--- src/rtl/hand_motion_arbiter.sv ---
// Hand motion arbiter: merges flexor/extensor window decisions into a single
// open/close command for the shared hand motor.
//
// state     | meaning
// ----------+---------------------------------------------------------------
// S_OPEN    | hand at rest, fully open; waits for close request and no lock
// S_CLOSING | motor driving toward closed; pauses on conflict; may reverse
// S_CLOSED  | hand at rest, fully closed; waits for open request and no lock
// S_OPENING | motor driving toward open; pauses on conflict; may reverse
module hand_motion_arbiter #(
  parameter int unsigned     CW         = 24,
  parameter logic [CW-1:0]   TRAVEL_CYC = 24'd5_000_000,
  parameter logic [CW-1:0]   LOCK_CYC   = 24'd2_500_000,
  parameter logic [CW-1:0]   STALE_CYC  = 24'd10_000_000
) (
  input  logic       clk,
  input  logic       reset,
  input  logic       flex_ctrl,
  input  logic       flex_wr,
  input  logic       ext_ctrl,
  input  logic       ext_wr,
  input  logic       limit_close,
  input  logic       limit_open,
  output logic       motor_en,
  output logic       motor_dir,
  output logic [1:0] hand_state,
  output logic       conflict,
  output logic       locked
);

  typedef enum logic [1:0] {
    S_OPEN    = 2'b00,
    S_CLOSING = 2'b01,
    S_CLOSED  = 2'b10,
    S_OPENING = 2'b11
  } state_t;

  state_t        r_state;
  logic          r_flex_act;
  logic          r_ext_act;
  logic [CW-1:0] r_flex_stale;
  logic [CW-1:0] r_ext_stale;
  logic [CW-1:0] r_travel_cnt;
  logic [CW-1:0] r_lock_cnt;

  state_t        w_next_state;
  logic [CW-1:0] w_travel_nxt;
  logic [CW-1:0] w_lock_nxt;
  logic          w_close_req;
  logic          w_open_req;
  logic          w_conflict;
  logic          w_locked;
  logic          w_travel_done;

  assign w_close_req = r_flex_act & ~r_ext_act;
  assign w_open_req  = r_ext_act & ~r_flex_act;
  assign w_conflict  = r_flex_act & r_ext_act;
  assign w_locked    = (r_lock_cnt != '0);
  // A reversal on the very first travel cycle leaves zero distance to cover;
  // treat that like the last cycle so the counter never wraps.
  assign w_travel_done = (r_travel_cnt <= CW'(1));

  // Flexor decision latch with staleness timeout; a strobe beats the timeout.
  always_ff @(posedge clk or posedge reset) begin
    if (reset) begin
      r_flex_act   <= 1'b0;
      r_flex_stale <= '0;
    end else if (flex_wr) begin
      r_flex_act   <= flex_ctrl;
      r_flex_stale <= '0;
    end else begin
      if (r_flex_stale != STALE_CYC) r_flex_stale <= r_flex_stale + CW'(1);
      if (r_flex_stale == STALE_CYC - CW'(1)) r_flex_act <= 1'b0;
    end
  end

  // Extensor decision latch, identical to and independent of the flexor one.
  always_ff @(posedge clk or posedge reset) begin
    if (reset) begin
      r_ext_act   <= 1'b0;
      r_ext_stale <= '0;
    end else if (ext_wr) begin
      r_ext_act   <= ext_ctrl;
      r_ext_stale <= '0;
    end else begin
      if (r_ext_stale != STALE_CYC) r_ext_stale <= r_ext_stale + CW'(1);
      if (r_ext_stale == STALE_CYC - CW'(1)) r_ext_act <= 1'b0;
    end
  end

  // State, travel and lockout registers.
  always_ff @(posedge clk or posedge reset) begin
    if (reset) begin
      r_state      <= S_OPEN;
      r_travel_cnt <= '0;
      r_lock_cnt   <= '0;
    end else begin
      r_state      <= w_next_state;
      r_travel_cnt <= w_travel_nxt;
      r_lock_cnt   <= w_lock_nxt;
    end
  end

  // Next-state, travel countdown and lockout load/decrement.
  always_comb begin
    w_next_state = r_state;
    w_travel_nxt = r_travel_cnt;
    w_lock_nxt   = w_locked ? (r_lock_cnt - CW'(1)) : r_lock_cnt;
    case (r_state)
      S_OPEN: begin
        if (w_close_req && !w_locked) begin
          if (limit_close) begin
            w_next_state = S_CLOSED;
            w_lock_nxt   = LOCK_CYC;
          end else begin
            w_next_state = S_CLOSING;
            w_travel_nxt = TRAVEL_CYC;
          end
        end
      end
      S_CLOSING: begin
        if (!w_conflict) begin
          if (limit_close || w_travel_done) begin
            w_next_state = S_CLOSED;
            w_lock_nxt   = LOCK_CYC;
            w_travel_nxt = '0;
          end else if (w_open_req) begin
            w_next_state = S_OPENING;
            w_travel_nxt = TRAVEL_CYC - r_travel_cnt;
          end else begin
            w_travel_nxt = r_travel_cnt - CW'(1);
          end
        end
      end
      S_CLOSED: begin
        if (w_open_req && !w_locked) begin
          if (limit_open) begin
            w_next_state = S_OPEN;
            w_lock_nxt   = LOCK_CYC;
          end else begin
            w_next_state = S_OPENING;
            w_travel_nxt = TRAVEL_CYC;
          end
        end
      end
      S_OPENING: begin
        if (!w_conflict) begin
          if (limit_open || w_travel_done) begin
            w_next_state = S_OPEN;
            w_lock_nxt   = LOCK_CYC;
            w_travel_nxt = '0;
          end else if (w_close_req) begin
            w_next_state = S_CLOSING;
            w_travel_nxt = TRAVEL_CYC - r_travel_cnt;
          end else begin
            w_travel_nxt = r_travel_cnt - CW'(1);
          end
        end
      end
      default: w_next_state = S_OPEN;
    endcase
  end

  assign motor_en   = ((r_state == S_CLOSING) || (r_state == S_OPENING)) && !w_conflict;
  assign motor_dir  = (r_state == S_CLOSING) || (r_state == S_CLOSED);
  assign hand_state = r_state;
  assign conflict   = w_conflict;
  assign locked     = w_locked;

endmodule

--- config.mk ---
export PLATFORM = sky130hd
export DESIGN_NAME = hand_motion_arbiter
export DESIGN_NICKNAME = d
export VERILOG_FILES = /design/src/rtl/hand_motion_arbiter.sv
export SDC_FILE = /design/constraint.sdc
export NUM_CORES = 1
export LEC_CHECK = 0
export ABC_CLOCK_PERIOD_IN_PS = 4500
export CORE_AREA = 2 2 119 121
export DETAILED_ROUTE_END_ITERATION = 12
export DIE_AREA = 0 0 121 123
export GPL_ROUTABILITY_DRIVEN = 0
export HOLD_SLACK_MARGIN = 0.02
export PLACE_DENSITY = 0.67
export SYNTH_ARGS = -nofsm -noshare
export SYNTH_HDL_FRONTEND = slang
export SYNTH_SLANG_ARGS = --single-unit
--- constraint.sdc ---
create_clock -name clk -period 4.5 [get_ports clk]
set_input_delay 1.35 -clock clk [delete_from_list [all_inputs] [get_ports clk]]
set_output_delay 1.35 -clock clk [all_outputs]
set_load 0.005 [all_outputs]
## Yosys cells after proc, flatten, opt, wreduce, memory -nomap -nowiden

Cells that the tools add are included.

- Output and inout port bits: 6
- Memories: 0
- Word-level logic and storage cells: 90
- Bits in latches: 0
- RAM bits: 0
- Register bits: 100
- Bits in read-only memories: 0

- Bitwise gates (word level): 5
- Reductions and logical operators: 17
- Shift-type cells: 0
- Mux-type cells: 40
- Add/subtract/negate cells: 5
- Divide/modulo/power cells: 0
- Magnitude comparators: 1
- $mul: 0
- Equality and inequality tests: 15

Operators by type and width:

| kind | count |
|---|---|
| 24-bit two-way mux | 23 |
| 24-bit case mux with 4 select lines | 2 |
| 24-bit by 1-bit adder with 24-bit output (second input constant) | 2 |
| 24-bit == test (second input constant) | 2 |
| 24-bit != test (second input constant) | 2 |
| 24-bit by 1-bit subtractor with 24-bit output (second input constant) | 2 |
| 24-bit by 1-bit <= comparator with 1-bit output (second input constant) | 1 |
| 24-bit nonzero test | 1 |
| 23-bit by 24-bit subtractor with 24-bit output (first input constant) | 1 |
| 2-bit two-way mux | 10 |
| 2-bit != test (second input constant) | 6 |
| 6-bit AND reduction | 2 |
| 2-bit case mux with 4 select lines | 1 |
| 2-bit nonzero test | 4 |
| 3-bit != test (second input constant) | 2 |
| 2-bit == test (second input constant) | 2 |
| 1-bit logical OR | 4 |
| 1-bit two-way mux | 4 |
| 1-bit bitwise AND | 3 |
| 1-bit logical AND | 3 |
| 2-bit by 1-bit == test with 1-bit output (second input constant) | 1 |
| 1-bit logical NOT | 2 |
| 2-bit logical NOT | 1 |
| 1-bit inverter | 2 |

## Logic depth before layout (Yosys ltp)

Gate-level depths: netlist of run 1.

- Depth in word-level cells: 6
- Mapped depth: 11
- Gate-level depth less buffers: 9

## Worst setup path before layout of run 1

OpenSTA, ideal clock, no wires.

- Path kind: register to output
- Start point: register r_lock_cnt[5]
- End point: output port locked
- Stages on the path, launching flop included: 5
- Path buffers: 0
- Slack: 1.480 ns
- Required time: 3.150 ns
- Data arrival time: 1.670 ns
- Cells stage by stage: dfrtp_1 > or4_1 > nand4b_1 > nor3_2 > inv_2

- Word-level cells in the longest chain between the ends: 1

Ends and longest elaborated chain:

| item | RTL line | source |
|---|---|---|
| start: declaration | 44 | `logic [CW-1:0] r_lock_cnt;` |
| start signal: assignment | 100 | `r_lock_cnt <= w_lock_nxt;` |
| 24-bit nonzero test | 58 | `assign w_locked = (r_lock_cnt != '0);` |
| end: declaration | 28 | `output logic locked` |

No other way between the ends.

## Worst setup path after layout of run 1

Ends and elaborated chain as after synthesis.

==> results of run 1 <==
[state kept, by name (all words and copies together) (netlist names)]
name and cells:
r_lock_cnt 24, r_ext_stale 24, r_flex_stale 24, r_ext_act 1, r_flex_act 1, hand_state 2
r_travel_cnt 24
[cells in the final DEF (no fill, tap or decap), types with 3 or more instances in the layout]
cell	instances
and4_1	4
xor2_1	27
o21a_1	3
o21ai_0	45
clkdlybuf4s50_1	13
or2_2	4
o21ai_1	10
or4_1	8
nand4_1	13
nand4b_1	5
nor3_1	36
a211oi_1	8
a21oi_1	33
or3_1	8
inv_1	20
o311ai_1	3
inv_6	3
a22oi_1	4
nor2_1	108
nor4_1	14
nor2b_1	5
nor4b_1	4
clkbuf_16	9
a31oi_1	10
and3_1	6
a31o_2	3
a21o_1	3
ha_1	14
buf_4	6
nand3_1	22
nand2_1	50
dfrtp_1	100
o211ai_1	5
xnor2_1	39
nand2b_1	6
[layer usage]
metal / vias to the layer above / global-route usage
li1: 2513 / -
met1: 2534 / 0.250
met2: 91 / 0.341
met3: 22 / 0.0452
met4: 0 / 0.0756
met5: - / 0
[synthesized netlist by cell type (all sizes together) (13+ instances only)]
cell      n
nor2    110
dfrtp   100
o21ai    55
nand2    52
xnor2    39
nor3     37
a21oi    33
xor2     27
inv      22
nand3    22
clkbuf   20
nor4     15
ha       14
nand4    13
[worst max-delay path: stages (launching register included)]
cell and delay, ns:
dfrtp_1 0.40, or4_1 0.57, nand4b_1 0.30, nor3_2 0.48, inv_2 0.16, clkdlybuf4s50_1 0.48
[power by group through the flow]
stage	logic, W	registers [W]	clock network [W]
after floorplan	0.0000401	0.000927	0
after global placement	0.0000601	0.000929	0
after detailed placement	0.0000619	0.000930	0
after CTS	0.0000620	0.000912	0.000779
after global routing	0.0000706	0.000914	0.000813
final	0.0000598	0.000913	0.000754
[cell families after synthesis]
| kind of cell | synth area share |
|---|---|
| xor+xnor | 0.0945 |
| flops | 0.409 |
| buf+inv | 0.0419 |
| fa+ha+maj | 0.0286 |
| compound gates | 0.162 |
| mux | 0.00512 |
| simple gates | 0.258 |
[through the flow]
step / area, µm² / utilization / power (W) / worst slack, ns / cells
floorplan: 6110 / - / 0.000967 / 0.531 / 702
global placement: 6360 / 0.468 / 0.000990 / 0.861 / 870
detailed placement: 6360 / 0.468 / 0.000992 / 0.782 / 870
CTS: 6650 / 0.488 / 0.00175 / 0.377 / 886
global route: 6650 / 0.488 / 0.00180 / 0.215 / 886
finish: 6650 / 0.488 / 0.00173 / 0.391 / 886
[worst min-delay path by stage]
stage	start	to	slack [ns]	cells after the start
floorplan	r_travel_cnt[21]$_DFFE_PP0P_	r_travel_cnt[21]$_DFFE_PP0P_	0.48	1
global placement	r_flex_stale[23]$_DFFE_PP0P_	r_flex_stale[23]$_DFFE_PP0P_	0.52	2
detailed placement	r_travel_cnt[21]$_DFFE_PP0P_	r_travel_cnt[21]$_DFFE_PP0P_	0.52	1
CTS	r_travel_cnt[21]$_DFFE_PP0P_	r_travel_cnt[21]$_DFFE_PP0P_	0.54	1
global route	r_travel_cnt[21]$_DFFE_PP0P_	r_travel_cnt[21]$_DFFE_PP0P_	0.57	1
finish	r_travel_cnt[23]$_DFFE_PP0P_	r_travel_cnt[23]$_DFFE_PP0P_	0.54	1
[layout make-up]
type / count / area share
clock buffers: 10 / 0.0345
clock inverters: 6 / 0.00809
inverters: 22 / 0.0128
multi-input cells: 548 / 0.505
flip-flops and latches: 100 / 0.377
well taps: 180 / 0.0339
repair buffers: 20 / 0.0294
==> metrics.txt, run 1 <==
status=finished clean; Setup TNS=0 ns; Worst-Margin Slew=0.947 ns; first-pass GRT wire length=24,200 µm; Final Hold Viols=0; syn avg cell area=8.71 µm²; Core ar.=13,600 µm²; kind of critical path=reg2out; maximum clock frequency=0.243 GHz; residual DRC count=0; CTS Buf Count=9; clk slew on worst S/H paths=0.07 ns; die footprint=14,900 µm²; crit path time final=4.11 ns; hpwl dp=9370 µm; Cell Pwr Density=260 nW/µm²; Ports=14; endpoint type of the worst setup path=primary output; Startpoint Class=flop; vias per std cell=5.82; DRT iter0 DRCs=411; H-tree depth=3; Post-synth EDFFs=0; Initial Utilization=0.449; worst r2r src=r_lock_cnt[5]$_DFF_PP0_; Slew headroom=0.363; Post-CTS Resized=0; clock tree buffer depth=2; Layout Skew=0.00736 ns; area of the multi-input gates=3360 µm²; r2r worst-path depth=6; post-route ant nets=0; top_reg_cell synth=dfrtp_1; synth top area cells=dfrtp_1 (41%), nor2_1 (6.6%), xnor2_1 (5.6%); CP Launch Point=r_lock_cnt[5]$_DFF_PP0_; clock network fraction of total power=0.437; clock sinks=100; CTS Hold Bufs=0; max-cap violation count=0; Vias=5,160; mapped cell area=6110 µm²; layout cells sized above 1=0.0666; final worst path period share=0.913; #FFs+latches synth=100; Setup Buffers After CTS=0; fraction of registers with async set/reset=1.00; synthesis-to-layout area growth=8.70%; sw frac=0.241; Mapped Nets=724; total internal power=0.00131 W; Leak=2.62 nW; worst path required time=3.15 ns; grt total ovfl=0; Setup-failing EPs final=0; Rows=43; Clock Root Buffer=clkbuf_16; Synth top area share=0.409; cell taking the most area after synthesis=dfrtp_1; Hold Crit Class=reg2reg; synthesized instance count=702; port bufs=13; WP data arrival=2.76 ns; Crit Path Max Fanout=8; fillers=1,254; unrepaired setup endpoints after global routing=false; register area share after synthesis=0.409; Antenna diodes=0; worst hold slack=0.537 ns; Avg WL per Cell=15.6 µm; CTS tree=built; initial antenna violation count=0; wl on met1=6190 µm; vias in the first global route=5,179; critical path endpoint=locked; Detail Route met3 WL=509 µm; count of pins over their slew limit=0; GRT Total Usage=0.201; largest net degree at the start of global routing=62; Gate power share=0.035; Skew-Pair Late Insertion Delay=0.36 ns; sequential power share=0.529; chip width=121 µm; Post-Route WL=13,800 µm; height of the die=123 µm; R2R Path End=r_travel_cnt[10]$_DFFE_PP0P_; post-synthesis cell type count=73; Worst VDD drop=0.283 mV; fin nets=723; reg-to-reg slack, setup=1.39 ns; drt first pass iters=5; top layer in use=met4; synth warn=0; Switch Pwr=0.000417 W; met2 wire len=6840 µm; Reg area=2500 µm²
Power figures use the tool's default switching activity.
==> run 2: changes to the inputs <==
--- a/config.mk
+++ b/config.mk
@@ -5,13 +5,12 @@
 export SDC_FILE = /design/constraint.sdc
 export NUM_CORES = 1
 export LEC_CHECK = 0
-export ABC_CLOCK_PERIOD_IN_PS = 4500
+export ABC_CLOCK_PERIOD_IN_PS = 5250
 export CORE_AREA = 2 2 119 121
 export DETAILED_ROUTE_END_ITERATION = 12
 export DIE_AREA = 0 0 121 123
 export GPL_ROUTABILITY_DRIVEN = 0
 export HOLD_SLACK_MARGIN = 0.02
-export PLACE_DENSITY = 0.67
 export SYNTH_ARGS = -nofsm -noshare
 export SYNTH_HDL_FRONTEND = slang
 export SYNTH_SLANG_ARGS = --single-unit
==> constraint.sdc (replaced) <==
create_clock -name clk -period 5.25 [get_ports clk]
set_input_delay 1.575 -clock clk [delete_from_list [all_inputs] [get_ports clk]]
set_output_delay 1.575 -clock clk [all_outputs]
set_load 0.005 [all_outputs]
==> metrics.txt, run 2 (synthesis gave the netlist of run 1 again) <==
maximum clock frequency=0.232 GHz; H-tree depth=3; Leak=2.60 nW; Slew headroom=0.296; layout cells sized above 1=0.0640; fin nets=720; CTS Hold Bufs=0; clock tree buffer depth=2; largest net degree at the start of global routing=56; Clock Root Buffer=clkbuf_16; Crit Path Max Fanout=8; Post-CTS Resized=0; first-pass GRT wire length=23,600 µm; Ports=14; Hold Crit Class=reg2reg; cell-by-cell trace of the critical path=or4_1 > nand4b_1 > nor3_2 > inv_2 > clkdlybuf4s50_1; chip width=121 µm; Cell Pwr Density=223 nW/µm²; grt total ovfl=0; die footprint=14,900 µm²; Final Hold Viols=0; crit path time final=4.32 ns; Worst-Margin Slew=1.05 ns; commonest cells after routing, fill and taps aside=nor2_1 (108), dfrtp_1 (100), nand2_1 (50); count of pins over their slew limit=0; height of the die=123 µm; Post-Route WL=13,600 µm; CTS tree=built; WP data arrival=2.74 ns; DRT iter0 DRCs=372; Worst VDD drop=0.184 mV; unrepaired setup endpoints after global routing=false; Setup-failing EPs final=0; port bufs=13; worst r2r src=r_lock_cnt[5]$_DFF_PP0_; Layout Skew=0.0114 ns; Initial Utilization=0.449; Rows=43; hpwl dp=9260 µm; critical path's slowest cell=or4_1; Avg WL per Cell=15.4 µm; vias per std cell=5.78; drt first pass iters=5; Hold Startpoint=r_travel_cnt[21]$_DFFE_PP0P_; Setup Buffers After CTS=0; clk slew on worst S/H paths=0.07 ns; worst hold slack=0.536 ns; Setup TNS=0 ns; post-route ant nets=0; Antenna diodes=0; residual DRC count=0; GRT Total Usage=0.196; Vias=5,102; endpoint type of the worst setup path=primary output; worst path required time=3.68 ns; initial antenna violation count=0; CTS Buf Count=9; clock sinks=100; synthesis-to-layout area growth=8.12%; max-cap violation count=0; Core ar.=13,600 µm²; Startpoint Class=flop; CP Launch Point=r_lock_cnt[5]$_DFF_PP0_; vias in the first global route=4,879; final worst path period share=0.823; Skew-Pair Late Insertion Delay=0.36 ns; kind of critical path=reg2out; slowest stage delay, CP=0.56 ns; most common cell after layout, fill and taps aside=nor2_1; status=finished clean
## run 2: final timing paths
check | end | slack [ns] | depth (start not counted)
worst max-delay path | locked | 0.93 | 5
worst min-delay path | r_travel_cnt[21]$_DFFE_PP0P_ | 0.54 | 1
worst max register to register | r_travel_cnt[20]$_DFFE_PP0P_ | 2.15 | 8
worst min register to register | r_travel_cnt[21]$_DFFE_PP0P_ | 0.54 | 1
max in group asynchronous | r_lock_cnt[19]$_DFF_PP0_ | 2.77 | 3
min in group asynchronous | r_ext_stale[22]$_DFFE_PP0P_ | 1.68 | 2
## run 2: report_power, final
group,switching (W),internal (W),leakage (nW),total [W]
logic,0.0000342,0.0000162,1.14,0.0000504
clock network,0.000317,0.000328,0.134,0.000645
registers,0.00000693,0.000775,1.32,0.000782
## run 2: routing by layer
layer / vias up / global-route usage / wire length (µm)
met5: - / 0 / 0
met3: 13 / 0.0563 / 644
met2: 107 / 0.326 / 6410
met4: 0 / 0.0451 / 155
met1: 2484 / 0.254 / 6350
li1: 2498 / - / -
## run 2: worst max-delay path, delay by kind of cell (launching register included)
kind                   cells  cell delay, ns
DFF                        1            0.40
and+or+nand+nor            3            1.33
buffers and inverters      2            0.65
## run 2: final cells by class
cell class / count / area [µm²]
fillers: 1327 / 7000
well taps: 180 / 225
flip-flops and latches: 100 / 2500
repair buffers: 17 / 160
clock buffers: 9 / 225
multi-input cells: 548 / 3360
inverters: 22 / 85.1
clock inverters: 7 / 57.6
## run 2: per-stage QoR
step / cell area, µm² / power, W / util / cells / worst slack, ns
final: 6610 / 0.00148 / 0.486 / 883 / 0.932
after global routing: 6610 / 0.00153 / 0.486 / 883 / 0.723
after CTS: 6610 / 0.00150 / 0.486 / 883 / 0.903
after detailed placement: 6330 / 0.000849 / 0.465 / 867 / 1.19
after global placement: 6330 / 0.000848 / 0.465 / 867 / 1.30
after floorplan: 6110 / 0.000829 / - / 702 / 1.06
